<file path="src/rtl/mem_interface_pkg.sv">
// Shared constants for the multicycle-CPU memory interface: state encoding,
// the NOP reset value of the instruction register and the default wait limit.
package mem_interface_pkg;

    localparam logic [1:0]  STATE_IDLE = 2'd0;
    localparam logic [1:0]  STATE_BUSY = 2'd1;
    localparam logic [1:0]  STATE_DONE = 2'd2;

    localparam logic [31:0] NOP_INST           = 32'h0000_0013;
    localparam int          WAIT_LIMIT_DEFAULT = 15;

    function automatic logic is_word_aligned(input logic [31:0] addr);
        return (addr[1:0] == 2'b00);
    endfunction

endpackage

</file>
<file path="src/rtl/mem_interface_wait_timer.sv">
// Wait-cycle counter for outstanding memory requests; saturates at LIMIT and
// flags expiry so the interface can abandon a request that is never acknowledged.
module mem_wait_timer
    import mem_interface_pkg::*;
#(
    parameter int LIMIT = WAIT_LIMIT_DEFAULT
) (
    input  logic i_clk,
    input  logic i_rst,
    input  logic i_clear,
    input  logic i_enable,
    output logic o_expired
);

    localparam int CW = $clog2(LIMIT + 1);

    logic [CW-1:0] r_count;

    assign o_expired = (r_count == CW'(LIMIT));

    // Count un-acknowledged busy cycles, holding at the limit.
    always_ff @(posedge i_clk) begin
        if (!i_rst) begin
            r_count <= {CW{1'b0}};
        end else if (i_clear) begin
            r_count <= {CW{1'b0}};
        end else if (i_enable && !o_expired) begin
            r_count <= r_count + CW'(1);
        end else begin
            r_count <= r_count;
        end
    end

endmodule

</file>
<file path="src/rtl/mem_interface.sv">
// Memory interface between a multicycle CPU controller and a handshaked memory:
// latches one access, holds it until acknowledge or timeout, and stalls the controller.
module mem_interface
    import mem_interface_pkg::*;
#(
    parameter int WAIT_LIMIT = WAIT_LIMIT_DEFAULT
) (
    input  logic        iClk,
    input  logic        iRst,
    input  logic        iMemRead,
    input  logic        iMemWrite,
    input  logic        iIoD,
    input  logic        iIRWrite,
    input  logic [31:0] iPC,
    input  logic [31:0] iALUOut,
    input  logic [31:0] iWriteData,
    input  logic        iMemAck,
    input  logic [31:0] iMemRData,
    output logic        oMemReq,
    output logic        oMemWe,
    output logic [31:0] oMemAddr,
    output logic [31:0] oMemWData,
    output logic [31:0] oInst,
    output logic [31:0] oMDR,
    output logic        oStall,
    output logic        oMemErr
);

    logic [1:0]  r_state;
    logic        r_ir_flag;
    logic [31:0] w_addr_sel;
    logic        w_one_strobe;
    logic        w_both_strobes;
    logic        w_bad_request;
    logic        w_accept;
    logic        w_timer_en;
    logic        w_expired;

    assign w_addr_sel     = iIoD ? iALUOut : iPC;
    assign w_one_strobe   = iMemRead ^ iMemWrite;
    assign w_both_strobes = iMemRead & iMemWrite;
    // A misaligned address only matters when a single strobe actually requests it.
    assign w_bad_request  = w_both_strobes | (w_one_strobe & ~is_word_aligned(w_addr_sel));
    assign w_accept       = (r_state == STATE_IDLE) & w_one_strobe & ~w_bad_request;
    assign w_timer_en     = (r_state == STATE_BUSY) & ~iMemAck;

    mem_wait_timer #(
        .LIMIT (WAIT_LIMIT)
    ) u_wait_timer (
        .i_clk     (iClk),
        .i_rst     (iRst),
        .i_clear   (w_accept),
        .i_enable  (w_timer_en),
        .o_expired (w_expired)
    );

    // Stall the controller while a request is being issued or is outstanding.
    always_comb begin
        oStall = 1'b0;
        case (r_state)
            STATE_IDLE: oStall = iMemRead | iMemWrite;
            STATE_BUSY: oStall = 1'b1;
            STATE_DONE: oStall = 1'b0;
            default:    oStall = 1'b0;
        endcase
    end

    // Access FSM with registered memory-side outputs and data registers.
    always_ff @(posedge iClk) begin
        if (!iRst) begin
            r_state   <= STATE_IDLE;
            r_ir_flag <= 1'b0;
            oMemReq   <= 1'b0;
            oMemWe    <= 1'b0;
            oMemAddr  <= 32'h0000_0000;
            oMemWData <= 32'h0000_0000;
            oMDR      <= 32'h0000_0000;
            oInst     <= NOP_INST;
            oMemErr   <= 1'b0;
        end else begin
            oMemErr <= 1'b0;
            case (r_state)
                STATE_IDLE: begin
                    if (w_bad_request) begin
                        oMemErr <= 1'b1;
                        r_state <= STATE_DONE;
                    end else if (w_one_strobe) begin
                        oMemAddr  <= w_addr_sel;
                        oMemWData <= iWriteData;
                        oMemWe    <= iMemWrite;
                        r_ir_flag <= iIRWrite;
                        oMemReq   <= 1'b1;
                        r_state   <= STATE_BUSY;
                    end else begin
                        r_state <= STATE_IDLE;
                    end
                end
                STATE_BUSY: begin
                    if (iMemAck) begin
                        if (!oMemWe) begin
                            oMDR <= iMemRData;
                            if (r_ir_flag) begin
                                oInst <= iMemRData;
                            end
                        end
                        oMemReq <= 1'b0;
                        oMemWe  <= 1'b0;
                        r_state <= STATE_DONE;
                    end else if (w_expired) begin
                        oMemErr <= 1'b1;
                        oMemReq <= 1'b0;
                        oMemWe  <= 1'b0;
                        r_state <= STATE_DONE;
                    end else begin
                        r_state <= STATE_BUSY;
                    end
                end
                STATE_DONE: begin
                    r_state <= STATE_IDLE;
                end
                default: begin
                    oMemReq <= 1'b0;
                    oMemWe  <= 1'b0;
                    r_state <= STATE_IDLE;
                end
            endcase
        end
    end

endmodule

</file>
<file path="config.mk">
export PLATFORM = sky130hd
export DESIGN_NAME = mem_interface
export DESIGN_NICKNAME = d
export VERILOG_FILES = /design/src/rtl/mem_interface_pkg.sv /design/src/rtl/mem_interface_wait_timer.sv /design/src/rtl/mem_interface.sv
export SDC_FILE = /design/constraint.sdc
export NUM_CORES = 1
export LEC_CHECK = 0
export CORE_MARGIN = 8
export CORE_UTILIZATION = 36
export CTS_CLUSTER_SIZE = 16
export DETAILED_ROUTE_END_ITERATION = 8
export PLACE_DENSITY_LB_ADDON = 0.08
export SKIP_CTS_REPAIR_TIMING = 1
export SYNTH_ARGS = -nofsm -noshare
export SYNTH_HDL_FRONTEND = slang
export SYNTH_SLANG_ARGS = --single-unit
</file>
<file path="constraint.sdc">
create_clock -name iClk -period 1.6 [get_ports iClk]
set_input_delay 0.16 -clock iClk [delete_from_list [all_inputs] [get_ports iClk]]
set_output_delay 0.16 -clock iClk [all_outputs]
set_load 0.1 [all_outputs]
</file>
==> run_results.csv, run 1 <==
group,metric,value,unit
outcome,run_status,"complete, but fails checks",
outcome,violations,"negative setup slack",
finish,drive_above_1_share,25.36,%
sta,fin_ws,-0.1146,ns
clocking,clock_sinks,138,
drt,first_iter_violations,198,
drt,dr.pass1.iters,4,
yosys,synth_top_area_cell,"dfxtp_1",
yosys,synth_cell_types,27,
finish,area_growth,97.71,%
placement,place_congestion,0.7866,
yosys,yosysSeqAreaShare,53.31,%
yosys,synth_flop_cell,"dfxtp_1",
finish,fin_util,71.58,%
clocking,ctsLongestPathBuffers,2,
floorplan,die-height,136.0,µm
yosys,synth.net_count,754,
sta,worstMarginPinSlew,0.4181,ns
clocking,ctsHtreeMaxLevel,4,
floorplan,die_w,136.0,µm
finish,num_antenna_cells,0,
yosys,synth.avg_cell_area,8.413,µm²
finish,final_common_cell,"nand2_1",
global_route,top_usage_layer,"met2",
worst_setup_path,slowest_stage,"or3b_4",
sta,min_period,1.715,ns
power,clockPowerShare,37.6,%
finish,stdcell_count,1087,
global_route,grt_max_degree,52,
worst_setup_path,critPathLaunchType,"register",
power,sw_frac_of_total,27.50,%
global_route,gr-usage-met3,8.832,%
floorplan,core,14310,µm²
sta,fin_setup_tns,-2.631,ns
placement,dp_slack,-0.7096,ns
drt,ant_nets,0,
sta,fin_worst_skew,0.005877,ns
placement,place_inst,1044,
sta,rsz0062_at_grt,"yes",
drt,avgViaCountPerCell,4.854,
power,seqPwrFrac,41.6,%
power,pwr-share-comb,20.8,%
yosys,async_flop_share,0,%
global_route,use_met2,30.14,%
sta,period_share,107.2,%
power,cellPowerDensity,848.7,nW/µm²
drt,wl,18.50,mm
placement,dp_hpwl,13.65,mm
drt,wl_per_cell,17.02,µm
worst_setup_path,critPathCaptureType,"register",
clocking,root_buffer,"clkbuf_16",
drt,vias,5276,
yosys,synth-seq-cells,138,
worst_setup_path,worst_ep_required_time,1.94,ns
yosys,yosysWarnings,0,
drt,drc,0,
global_route,overflow,0,
worst_setup_path,path_cells,"or3b_4 > a211oi_4 > buf_12 > buf_8 > clkbuf_16 > nand2_1 > a21oi_1",
floorplan,num_rows,44,
power,p_int,6.305,mW
finish,final_cell_mix,"nand2_1 (195), buf_12 (140), dfxtp_1 (135)",
worst_setup_path,crit_fanout,7,
placement,portBuffers,266,
sta,relSlewSlack,72.13,%
power,ir_drop,0.0006828,V
power,total_power,8.696,mW
global_route,antenna_found_initial,0,
clocking,cts.clk_slew.worst_paths,0.05,ns
hold_path,min_path_type,"in -> reg",
yosys,synth_edf_count,0,
sta,drv_slew,0,
sta,setup-violations-final,36,
global_route,grt_pass1_vias,5132,
global_route,grt_pass1_wl,26.78,mm
power,leakagePower,3.850,nW
sta,hold_viol,0,
clocking,clk_latency,0.41,ns
global_route,grtUsageTotal,18.46,%
yosys,synth.top_cell.area_share,53.31,%
floorplan,start_util,36.21,%
yosys,syn_area,5182,µm²
clocking,numCtsBuffers,17,
finish,num-nets-final,1032,
floorplan,die_area,18490,µm²
global_route,use_met1,19.79,%
yosys,syn_inst,616,
flow_run,cap_viol_max_count,0,
worst_setup_path,critical_path_class,"reg -> reg",
sta,max_freq,0.5832,GHz
worst_setup_path,cp.arrival,2.05,ns
power,p_sw,2.391,mW
clocking,cts_tree,"done",
floorplan,num_io_pins,267,
yosys,synthTopCellsByArea,"dfxtp_1 (53%), nand2_1 (14%), a21oi_1 (9.8%)",
worst_setup_path,slowest_delay,0.40,ns
path summary, 6_finish.rpt:
path | start | endpoint | slack [ns] | cells after the start
worst max-delay path | r_state[1] | oMemWData[11] | -0.11 | 7
worst max register to register | r_state[1] | oMemWData[11] | -0.11 | 7
worst min register to register | r_ir_flag | r_ir_flag | 0.47 | 2
worst min-delay path | iMemWrite | oMemWe | 0.21 | 4
metrics by stage:
step / cell area, µm² / hold slack [ns]
floorplan: 5235 / 0.2840
global placement: 9459 / 0.4576
detailed placement: 9459 / 0.4714
CTS: 9943 / 0.2851
global route: 10250 / 0.2106
finish: 10250 / 0.2123
critical path, delay by kind of cell, from the launching register on:
family / cells / cell delay (ns)
simple gates: 2 / 0.45
buf+inv: 3 / 0.46
flops: 1 / 0.32
compound gates: 2 / 0.42
cell type report:
| type | count | area, µm² |
|---|---|---|
| well taps | 184 | 230.2 |
| clock buffers | 24 | 461.7 |
| inverters | 4 | 17.52 |
| clock inverters | 4 | 22.52 |
| flip-flops and latches | 138 | 2771 |
| fillers | 1061 | 4068 |
| multi-input cells | 428 | 2291 |
| repair buffers | 305 | 4452 |
power by group through the flow:
stage               clock network [mW]  logic [mW]  registers (mW)
floorplan                            0       0.342            4.23
global placement                     0        1.71            3.68
detailed placement                   0        1.73            3.69
CTS                               3.36        1.73            3.62
global route                      3.52        1.89            3.62
finish                            3.27        1.81            3.62
routing by layer:
| metal | routed length, µm | vias up | part of all wire, % |
|---|---|---|---|
| met5 | 0 | - | 0 |
| met2 | 9019 | 208 | 49 |
| met3 | 1838 | 30 | 9.9 |
| li1 | - | 2604 | - |
| met1 | 7092 | 2434 | 38 |
| met4 | 545 | 0 | 2.9 |
cell usage after synthesis, types with 3 or more instances:
cell      number
a21oi_1      101
xor2_1         3
and3_1         5
mux2i_1       30
dfxtp_1      138
nor2_1        33
a211oi_2       8
nand2_1      198
a211oi_1      24
nand3b_1       3
buf_4          4
buf_2         10
ha_1           3
nand3_1        8
clkbuf_1      31
inv_1          3
kinds of logic (layout without fill, tap and decap cells):
family          Yosys count  in the layout  synth area share, %
simple gates            254            254                19.60
mux                      30             30                5.794
xor+xnor                  3              3               0.5071
fa+ha+maj                 3              3               0.7244
compound gates          138            138                15.77
buf+inv                  50            337                4.297
flops                   138            138                53.31
sequential cells by signal (all words and copies together) (netlist names), 2 cells and up:
register	flops
oInst	32
oMDR	32
oMemAddr	32
oMemWData	32
r_state	2
u_wait_timer.r_count	4
Power figures use the tool's default switching activity.
==> run 2: changes to the inputs <==
Settings changed: CORE_ASPECT_RATIO set to 0.8.
==> run 2 against run 1 <==
The flow still finishes with violations (negative setup slack). Utilization increased by 3.0 points. Clock power increased by 36%. Largest cell class unchanged. Non-clock buffer count is 6 lower. Sequential share of layout area decreased by 0.90 points. Via count up 1.2%. Clock skew is 0.0018 ns higher. First-iteration DRC count is 11% higher. Die area grew 0.13%.
==> run_results.csv, run 2 (synthesis results as in run 1) <==
group,metric,value,unit
flow_run,cap_viol_max_count,0,
global_route,antenna_found_initial,0,
finish,drive_above_1_share,28.63,%
finish,num_antenna_cells,0,
global_route,grt_max_degree,63,
floorplan,die_area,18520,µm²
drt,drc,0,
sta,worstMarginPinSlew,0.3637,ns
clocking,cts_tree,"done",
clocking,clock_sinks,138,
power,pwr-share-comb,18.6,%
power,p_sw,2.607,mW
clocking,clk_latency,0.42,ns
clocking,root_buffer,"clkbuf_16",
worst_setup_path,r2r_setup_slack,-0.05,ns
worst_setup_path,critPathCaptureType,"register",
drt,vias,5341,
worst_setup_path,critical_path_class,"reg -> reg",
worst_setup_path,cp.arrival,1.98,ns
placement,dp_hpwl,13.58,mm
global_route,grt_pass1_vias,5431,
worst_setup_path,reg2reg_to,"oMemAddr[19]",
global_route,grtUsageTotal,18.80,%
finish,final_cell_mix,"nand2_1 (183), buf_12 (142), dfxtp_1 (135)",
drt,first_iter_violations,219,
finish,num-nets-final,1026,
sta,max_freq,0.6048,GHz
hold_path,hp-start,"iMemWrite",
placement,place_congestion,0.7928,
global_route,grt_pass1_wl,27.37,mm
power,cellPowerDensity,936.8,nW/µm²
power,leakagePower,4.012,nW
worst_setup_path,r2r_start,"r_state[1]",
clocking,cts.clk_slew.worst_paths,0.06,ns
sta,hold_viol,0,
sta,hold_ws,0.2054,ns
sta,fin_worst_skew,0.007696,ns
drt,wl_per_cell,17.58,µm
clocking,ctsHtreeMaxLevel,4,
floorplan,num_rows,39,
finish,fin_util,74.57,%
floorplan,num_io_pins,267,
worst_setup_path,rr_worst_depth,6,
sta,relSlewSlack,75.75,%
placement,portBuffers,266,
finish,final_common_cell,"nand2_1",
power,total_power,9.919,mW
placement,place_inst,1043,
floorplan,start_util,36.50,%
global_route,overflow,0,
hold_path,holdPathStages,4,
floorplan,die_w,150.1,µm
power,clockPowerShare,44.9,%
outcome,run_status,"complete, but fails checks",
power,p_int,7.313,mW
sta,setup-violations-final,43,
clocking,ctsLongestPathBuffers,2,
sta,drv_slew,0,
finish,stdcell_count,1085,
finish,area_growth,104.3,%
power,seqPwrFrac,36.5,%
floorplan,die-height,123.3,µm
drt,ant_nets,0,
power,sw_frac_of_total,26.28,%
drt,avgViaCountPerCell,4.923,
floorplan,core,14200,µm²
drt,wl,19.08,mm
worst_setup_path,crit_fanout,6,
outcome,violations,"negative setup slack",
worst_setup_path,worst_ep_required_time,1.93,ns
sta,rsz0062_at_grt,"yes",
hold_path,worstHoldEndpoint,"oMemWe",
sta,fin_ws,-0.05331,ns
worst_setup_path,critPathLaunchType,"register",
power,ir_drop,0.0008226,V
drt,dr.pass1.iters,4,
hold_path,min_path_type,"in -> reg",
sta,fin_setup_tns,-1.132,ns
worst_setup_path,startpoint,"r_state[1]",
sta,min_period,1.653,ns
clocking,numCtsBuffers,17,
sta,period_share,103.3,%
run 2: cell count changes in the layout (fill, tap and decap cells not counted), sizes merged:
| cell | previous run | this run |
|---|---|---|
| buf | 169 | 161 |
| bufinv | 0 | 5 |
| clkinvlp | 1 | 3 |
| clkinv | 3 | 2 |
run 2: power groups by stage:
| stage | clock network, mW | registers [mW] | logic (mW) |
|---|---|---|---|
| after global routing | 4.68 | 3.63 | 1.92 |
| after floorplan | 0 | 4.23 | 0.342 |
| after global placement | 0 | 3.69 | 1.72 |
| after CTS | 4.52 | 3.62 | 1.74 |
| after detailed placement | 0 | 3.69 | 1.74 |
| final | 4.45 | 3.62 | 1.85 |
run 2: worst max path at each step:
| stage | end | slack, ns | depth (start not counted) |
|---|---|---|---|
| floorplan | oMemWData[17] | -0.0005 | 8 |
| global placement | oMemWData[15] | -0.63 | 9 |
| detailed placement | oMemAddr[8] | -0.70 | 8 |
| CTS | oMemWData[30] | -0.28 | 9 |
| global route | oMemAddr[12] | -0.12 | 6 |
| finish | oMemAddr[19] | -0.05 | 6 |
run 2: layout make-up:
class	count	area [µm²]
Clock inverter	10	186.4
Fill cell	905	3611
Sequential cell	138	2769
Timing Repair Buffer	299	4467
Multi-Input combinational cell	428	2425
Inverter	4	17.52
Tap cell	184	230.2
Clock buffer	22	494.2
run 2: routing by layer:
| metal | GRT usage (%) | vias to the layer above | wire length, µm |
|---|---|---|---|
| li1 | - | 2601 | - |
| met1 | 20.24 | 2532 | 7491 |
| met2 | 32.13 | 187 | 9446 |
| met3 | 9.327 | 21 | 1837 |
| met4 | 5.794 | 0 | 303 |
| met5 | 0 | - | 0 |
run 2: metrics by stage:
stage / worst slack [ns] / cell area (µm²)
final: -0.05331 / 10590
after global routing: -0.1166 / 10590
after CTS: -0.2841 / 10170
after detailed placement: -0.7044 / 9489
after global placement: -0.6270 / 9489
after floorplan: -0.0004607 / 5235
run 2: critical path, stage by stage (launching register included):
cell	delay, ns
dfxtp_2	0.32
or3b_4	0.40
a211oi_4	0.27
buf_6	0.19
clkbuf_16	0.16
nor2_1	0.06
a211oi_1	0.18
